**config.mk**
```make
export PLATFORM = sky130hd
export DESIGN_NAME = load_store_unit
export DESIGN_NICKNAME = d
export VERILOG_FILES = /design/src/rtl/load_store_unit.sv
export SDC_FILE = /design/constraint.sdc
export NUM_CORES = 1
export LEC_CHECK = 0
export ABC_AREA = 1
export BUFFER_PORTS_ARGS = -buffer_cell sky130_fd_sc_hd__buf_4
export CORE_ASPECT_RATIO = 1.75
export CORE_MARGIN = 3
export CORE_UTILIZATION = 48
export DETAILED_ROUTE_END_ITERATION = 12
export PLACE_DENSITY = 0.8
export SLEW_MARGIN = 10
export SYNTH_ARGS = -nofsm -noshare
export SYNTH_HDL_FRONTEND = slang
export SYNTH_SLANG_ARGS = --single-unit
export TNS_END_PERCENT = 50
```
**constraint.sdc**
```tcl
create_clock -name clk -period 1.95 [get_ports clk]
set_input_delay 0.0975 -clock clk [delete_from_list [all_inputs] [get_ports clk]]
set_output_delay 0.0975 -clock clk [all_outputs]
set_load 0.01 [all_outputs]
```
**src/rtl/load_store_unit.sv**
```systemverilog
// Load/store unit between a request port and a dual-port data memory with one-cycle read latency.
// Handles byte, half and word accesses; sub-word stores use a read-modify-write sequence.
module load_store_unit #(
  parameter int ADDR_WIDTH = 32,
  parameter int DATA_WIDTH = 32,
  parameter int NUM_WORDS  = 128
) (
  input  logic                  clk,
  input  logic                  rst_n,
  input  logic                  req_valid,
  output logic                  req_ready,
  input  logic                  req_we,
  input  logic [1:0]            req_size,
  input  logic                  req_unsigned,
  input  logic [ADDR_WIDTH-1:0] req_addr,
  input  logic [DATA_WIDTH-1:0] req_wdata,
  output logic                  resp_valid,
  output logic [DATA_WIDTH-1:0] resp_rdata,
  output logic                  resp_err,
  output logic                  mem_ren,
  output logic [ADDR_WIDTH-1:0] mem_raddr,
  output logic                  mem_wen,
  output logic [ADDR_WIDTH-1:0] mem_waddr,
  output logic [DATA_WIDTH-1:0] mem_wdata,
  input  logic [DATA_WIDTH-1:0] mem_rdata
);

  typedef enum logic [1:0] {IDLE, LOAD, RMW} state_t;

  localparam logic [1:0] SIZE_BYTE = 2'b00;
  localparam logic [1:0] SIZE_HALF = 2'b01;
  localparam logic [1:0] SIZE_WORD = 2'b10;

  state_t                state, state_next;
  logic                  accept, req_err;
  logic [ADDR_WIDTH-1:0] word_addr;

  logic                  r_we, r_unsigned;
  logic [1:0]            r_size, r_off;
  logic [DATA_WIDTH-1:0] r_wdata;
  logic [ADDR_WIDTH-1:0] r_waddr;

  logic                  ren_c, wen_c;
  logic                  resp_valid_next, resp_err_next;
  logic [DATA_WIDTH-1:0] resp_rdata_next;
  logic [7:0]            ld_byte;
  logic [15:0]           ld_half;
  logic [DATA_WIDTH-1:0] load_data, lane_mask, merged;
  logic [4:0]            lane_shift;

  assign req_ready = (state == IDLE) && rst_n;
  assign accept    = req_valid && req_ready;
  assign word_addr = req_addr >> 2;

  assign req_err = (req_size == 2'b11)
                || (req_size == SIZE_HALF && req_addr[0])
                || (req_size == SIZE_WORD && req_addr[1:0] != 2'b00)
                || (word_addr >= ADDR_WIDTH'(NUM_WORDS));

  // Lane extraction and merge always work from the registered request copy.
  assign ld_byte    = mem_rdata[8*r_off +: 8];
  assign ld_half    = mem_rdata[16*r_off[1] +: 16];
  assign lane_shift = (r_size == SIZE_BYTE) ? {r_off, 3'b000} : {r_off[1], 4'b0000};
  assign lane_mask  = ((r_size == SIZE_BYTE) ? DATA_WIDTH'(8'hFF) : DATA_WIDTH'(16'hFFFF)) << lane_shift;
  assign merged     = (mem_rdata & ~lane_mask) | ((r_wdata << lane_shift) & lane_mask);

  always_comb begin
    case (r_size)
      SIZE_BYTE: load_data = r_unsigned ? {{(DATA_WIDTH-8){1'b0}}, ld_byte}
                                        : {{(DATA_WIDTH-8){ld_byte[7]}}, ld_byte};
      SIZE_HALF: load_data = r_unsigned ? {{(DATA_WIDTH-16){1'b0}}, ld_half}
                                        : {{(DATA_WIDTH-16){ld_half[15]}}, ld_half};
      default:   load_data = mem_rdata;
    endcase
  end

  // NOTE: every output of this block gets a default first, so no path leaves one unassigned and no latch is inferred.
  always_comb begin
    state_next      = state;
    ren_c           = 1'b0;
    wen_c           = 1'b0;
    mem_raddr       = r_waddr;
    mem_waddr       = r_waddr;
    mem_wdata       = r_wdata;
    resp_valid_next = 1'b0;
    resp_err_next   = 1'b0;
    resp_rdata_next = '0;
    case (state)
      IDLE: begin
        mem_raddr = word_addr;
        mem_waddr = word_addr;
        mem_wdata = req_wdata;
        if (accept) begin
          if (req_err) begin
            resp_valid_next = 1'b1;
            resp_err_next   = 1'b1;
          end else if (!req_we) begin
            ren_c      = 1'b1;
            state_next = LOAD;
          end else if (req_size == SIZE_WORD) begin
            wen_c           = 1'b1;
            resp_valid_next = 1'b1;
          end else begin
            ren_c      = 1'b1;
            state_next = RMW;
          end
        end
      end
      LOAD: begin
        resp_valid_next = 1'b1;
        resp_rdata_next = load_data;
        state_next      = IDLE;
      end
      RMW: begin
        wen_c           = r_we;
        mem_wdata       = merged;
        resp_valid_next = 1'b1;
        state_next      = IDLE;
      end
      default: state_next = IDLE;
    endcase
  end

  // Reset gates the enables immediately so a pending RMW write never lands.
  assign mem_ren = ren_c && rst_n;
  assign mem_wen = wen_c && rst_n;

  // NOTE: sequential state uses non-blocking assignments so every register samples pre-edge values.
  always_ff @(posedge clk) begin
    if (!rst_n) begin
      state      <= IDLE;
      resp_valid <= 1'b0;
      resp_err   <= 1'b0;
      resp_rdata <= '0;
      r_we       <= 1'b0;
      r_size     <= '0;
      r_unsigned <= 1'b0;
      r_off      <= '0;
      r_wdata    <= '0;
      r_waddr    <= '0;
    end else begin
      state      <= state_next;
      resp_valid <= resp_valid_next;
      resp_err   <= resp_err_next;
      resp_rdata <= resp_rdata_next;
      if (accept) begin
        r_we       <= req_we;
        r_size     <= req_size;
        r_unsigned <= req_unsigned;
        r_off      <= req_addr[1:0];
        r_wdata    <= req_wdata;
        r_waddr    <= word_addr;
      end
    end
  end

endmodule
```
==> impl_metrics.yaml <==
sta:
  clock_skew_ns: 0.008110
  min_period_ns: 1.978
  setup_viol: 2
  worst_slack_ns: -0.02825
  tightest_slew_ns: 0.5180
  rsz0062_at_grt: "true"
  post-route-period-util_pct: 101.4
  finalHoldViolCount: 0
  maxSlewViolCount: 0
  fmax_mhz: 505.5
  timing.slew.headroom_pct: 65.34
worst_hold_path:
  hold_path_startpoint: "req_size[0]"
  whs_path_depth: 3
  hold_class: "input pin to flop"
  holdPathEnd: "r_size[0]$_SDFFE_PN0P_"
setup_path:
  crit_chain: "inv_1 > nand2_4 > nor2_4 > o21ai_0 > nand3_1 > nand2_1 > o211ai_1 > buf_4"
  critical-path-max-stage-delay_ns: 0.37
  timing.rr.start: "state[0]$_SDFFE_PN0P_"
  crit_buf_inv: 2
  critical_path.top_delay_family: "simple AND/OR/NAND/NOR gates"
  ff2ff_setup_slack_ns: 0.32
  path_max_fanout: 9
  crit_type: "flop to output port"
  worstReg2RegEnd: "r_wdata[4]$_SDFFE_PN0P_"
  critPathRequiredTime_ns: 1.85
  ff2ff_path_depth: 8
  worst_ep_arrival_time_ns: 1.88
  setup.worst_path.end_class: "output port"
  cp-start-kind: "flop"
  critPathSlowestCell: "o21ai_0"
cts:
  clock_path_buffers: 2
  h-tree-depth: 3
  tritoncts: "yes"
  clk_pin_slew_ns: 0.07
  cts_setup_buffers: 0
  cts_buffers: 9
  cts_num_sinks: 104
  clkLatencyLatePin_ns: 0.35
  root_buffer: "clkbuf_16"
route:
  route.detailed.drc: 0
  wl_per_cell_um: 16.43
  via_per_inst: 5.460
  routed_wl_um: 18830
  via_count: 6257
  drt_iter0_drc: 485
  dr.pass1.iters: 5
  final_antenna_net_count: 0
power_and_ir_drop:
  pwr_density_cell_nw_per_um2: 710.0
  ir_drop_mv: 0.5091
  total_leakage_power_uw: 0.003590
  power_uw: 5496
global_routing:
  grt-ovfl-total: 0
  grt_use_met3_pct: 5.377
  use_met2_pct: 51.86
  grt_max_degree: 55
  gr-usage-met1_pct: 28.44
  grt_pass1_wl_um: 28410
  antenna_found_initial: 0
  grt_pass1_vias: 5780
  grt_use_total_pct: 28.26
  busiest_layer: "met2"
synth:
  avgSynthCellArea_um2: 6.837
  yosys.cell_types.count: 28
  synthCells: 810
  netlist_area_um2: 5538
  synth_seq_area_share_pct: 37.60
  ys_warn_count: 0
  synth_seq_cells: 104
finish:
  postLayoutCellArea_um2: 7741
  final_common_cell: "buf_4"
  mostFrequentLayoutCells: "buf_4, nand2_1, o21ai_0"
  fin_cells: 1146
  n_fill_cell: 974
  drive_above_1_share_pct: 29.49
  n_antenna_cell: 0
  area_delta_synth_final_pct: 39.79
  fin_nets: 1116
place:
  placed_area_um2: 7151
  routabilityCongestion: 0.9968
  port_buffers: 231
  place_inst: 1112
  dpl.hpwl_um: 14160
  pre_cts_ws_ns: 0.2600
die:
  ios: 236
  core_area_um2: 11230
  fp.dieW_um: 87.20
  die_area_um2: 12910
  rows: 51
  initial_core_util_pct: 49.31
  die_y_um: 148.1
status:
  violations: "negative setup slack"
  status: "finished, violations left"
run:
  maxCapViolCount: 0
-- cells by family (layout without fill, tap and decap cells) --
kind of cell | count (synthesis) | in the layout | share of synthesized area (%)
AOI/OAI and AO/OA | 274 | 274 | 26.98
and+or+nand+nor | 251 | 253 | 18.64
buffers and inverters | 169 | 368 | 14.55
DFF | 104 | 104 | 37.60
muxes | 7 | 7 | 1.265
adders and majority gates | 4 | 4 | 0.9038
other | 1 | 4 | 0.06772
-- per-layer routing --
metal,vias to the layer above,wire [um]
met5,-,0
met4,0,1224
met3,81,1607
met2,336,9789
met1,2784,6204
li1,3056,-
-- tightest hold or removal path, cell delays in order --
cell and delay [ns]:
buf_4 0.08, inv_1 0.04, o21ai_0 0.13
-- synthesized netlist by cell type --
cell type	instances	share of area (%)
a21oi_1	90	8.1
a22oi_1	24	3.3
a31oi_1	7	0.79
buf_1	4	0.27
buf_2	17	1.5
buf_4	36	4.9
buf_6	2	0.41
clkbuf_1	26	1.8
clkinv_1	2	0.14
conb_1	1	0.068
dfxtp_1	104	38
ha_1	4	0.90
inv_1	80	5.4
inv_2	2	0.14
mux2i_1	7	1.3
nand2_1	161	11
nand2_4	1	0.20
nand3_1	30	2.7
nor2_1	48	3.3
nor2_4	1	0.20
nor2_8	1	0.36
nor3_1	1	0.090
o211ai_1	8	1.1
o21ai_0	135	12
o21ai_1	1	0.090
o21ai_2	2	0.32
o221ai_1	7	1.1
or2_2	8	0.90
-- power breakdown --
part / leakage [uW] / internal, uW / switching [uW]
clock network: 0.000169 / 1300 / 817
registers: 0.000853 / 2220 / 51.1
logic: 0.00257 / 485 / 627
total: 0.00359 / 4000 / 1490
-- what timing repair did --
action	4_1_cts	5_1_grt
hold buffers	16	0
cloned	0	2
hold endpoints to repair	16	0
gates resized for setup	6	31
pin swaps	1	6
endpoints found under the setup margin	67	65
-- cell type report --
| cell class | instances | area, um^2 | area share [%] |
|---|---|---|---|
| Tap cell | 132 | 165.2 | 2.134 |
| Clock inverter | 6 | 115.1 | 1.487 |
| Sequential cell | 104 | 2083 | 26.91 |
| Clock buffer | 10 | 239.0 | 3.087 |
| Inverter | 84 | 315.3 | 4.073 |
| Multi-Input combinational cell | 542 | 2735 | 35.33 |
| Timing Repair Buffer | 268 | 2088 | 26.98 |
-- worst max path at each step --
stage                                to                   start  depth (start not counted)
after CTS                 mem_wdata[14]   state[0]$_SDFFE_PN0P_                          6
after detailed placement  mem_wdata[14]   state[1]$_SDFFE_PN0P_                          6
final                     mem_wdata[12]  r_size[0]$_SDFFE_PN0P_                          8
after floorplan            mem_wdata[0]   state[0]$_SDFFE_PN0P_                          7
after global placement    mem_wdata[14]   state[1]$_SDFFE_PN0P_                          6
after global routing      mem_wdata[11]  r_size[0]$_SDFFE_PN0P_                          8
-- flip-flops by register name, indices dropped and copies added, names as in the netlist --
name,flops
resp_err,1
r_wdata,32
r_off,2
resp_rdata,32
r_we,1
state,2
resp_valid,1
r_waddr,30
r_size,2
r_unsigned,1
-- per-stage QoR --
stage | util, % | hold slack, ns | setup TNS, ns
after floorplan | - | 0.2080 | 0
after global placement | 63.67 | 0.3026 | 0
after detailed placement | 63.67 | 0.3117 | 0
after CTS | 68.39 | 0.02101 | -0.02687
after global routing | 68.93 | 0.05117 | -0.3237
final | 68.93 | 0.03329 | -0.03242
(Power assumes the default switching activity.)
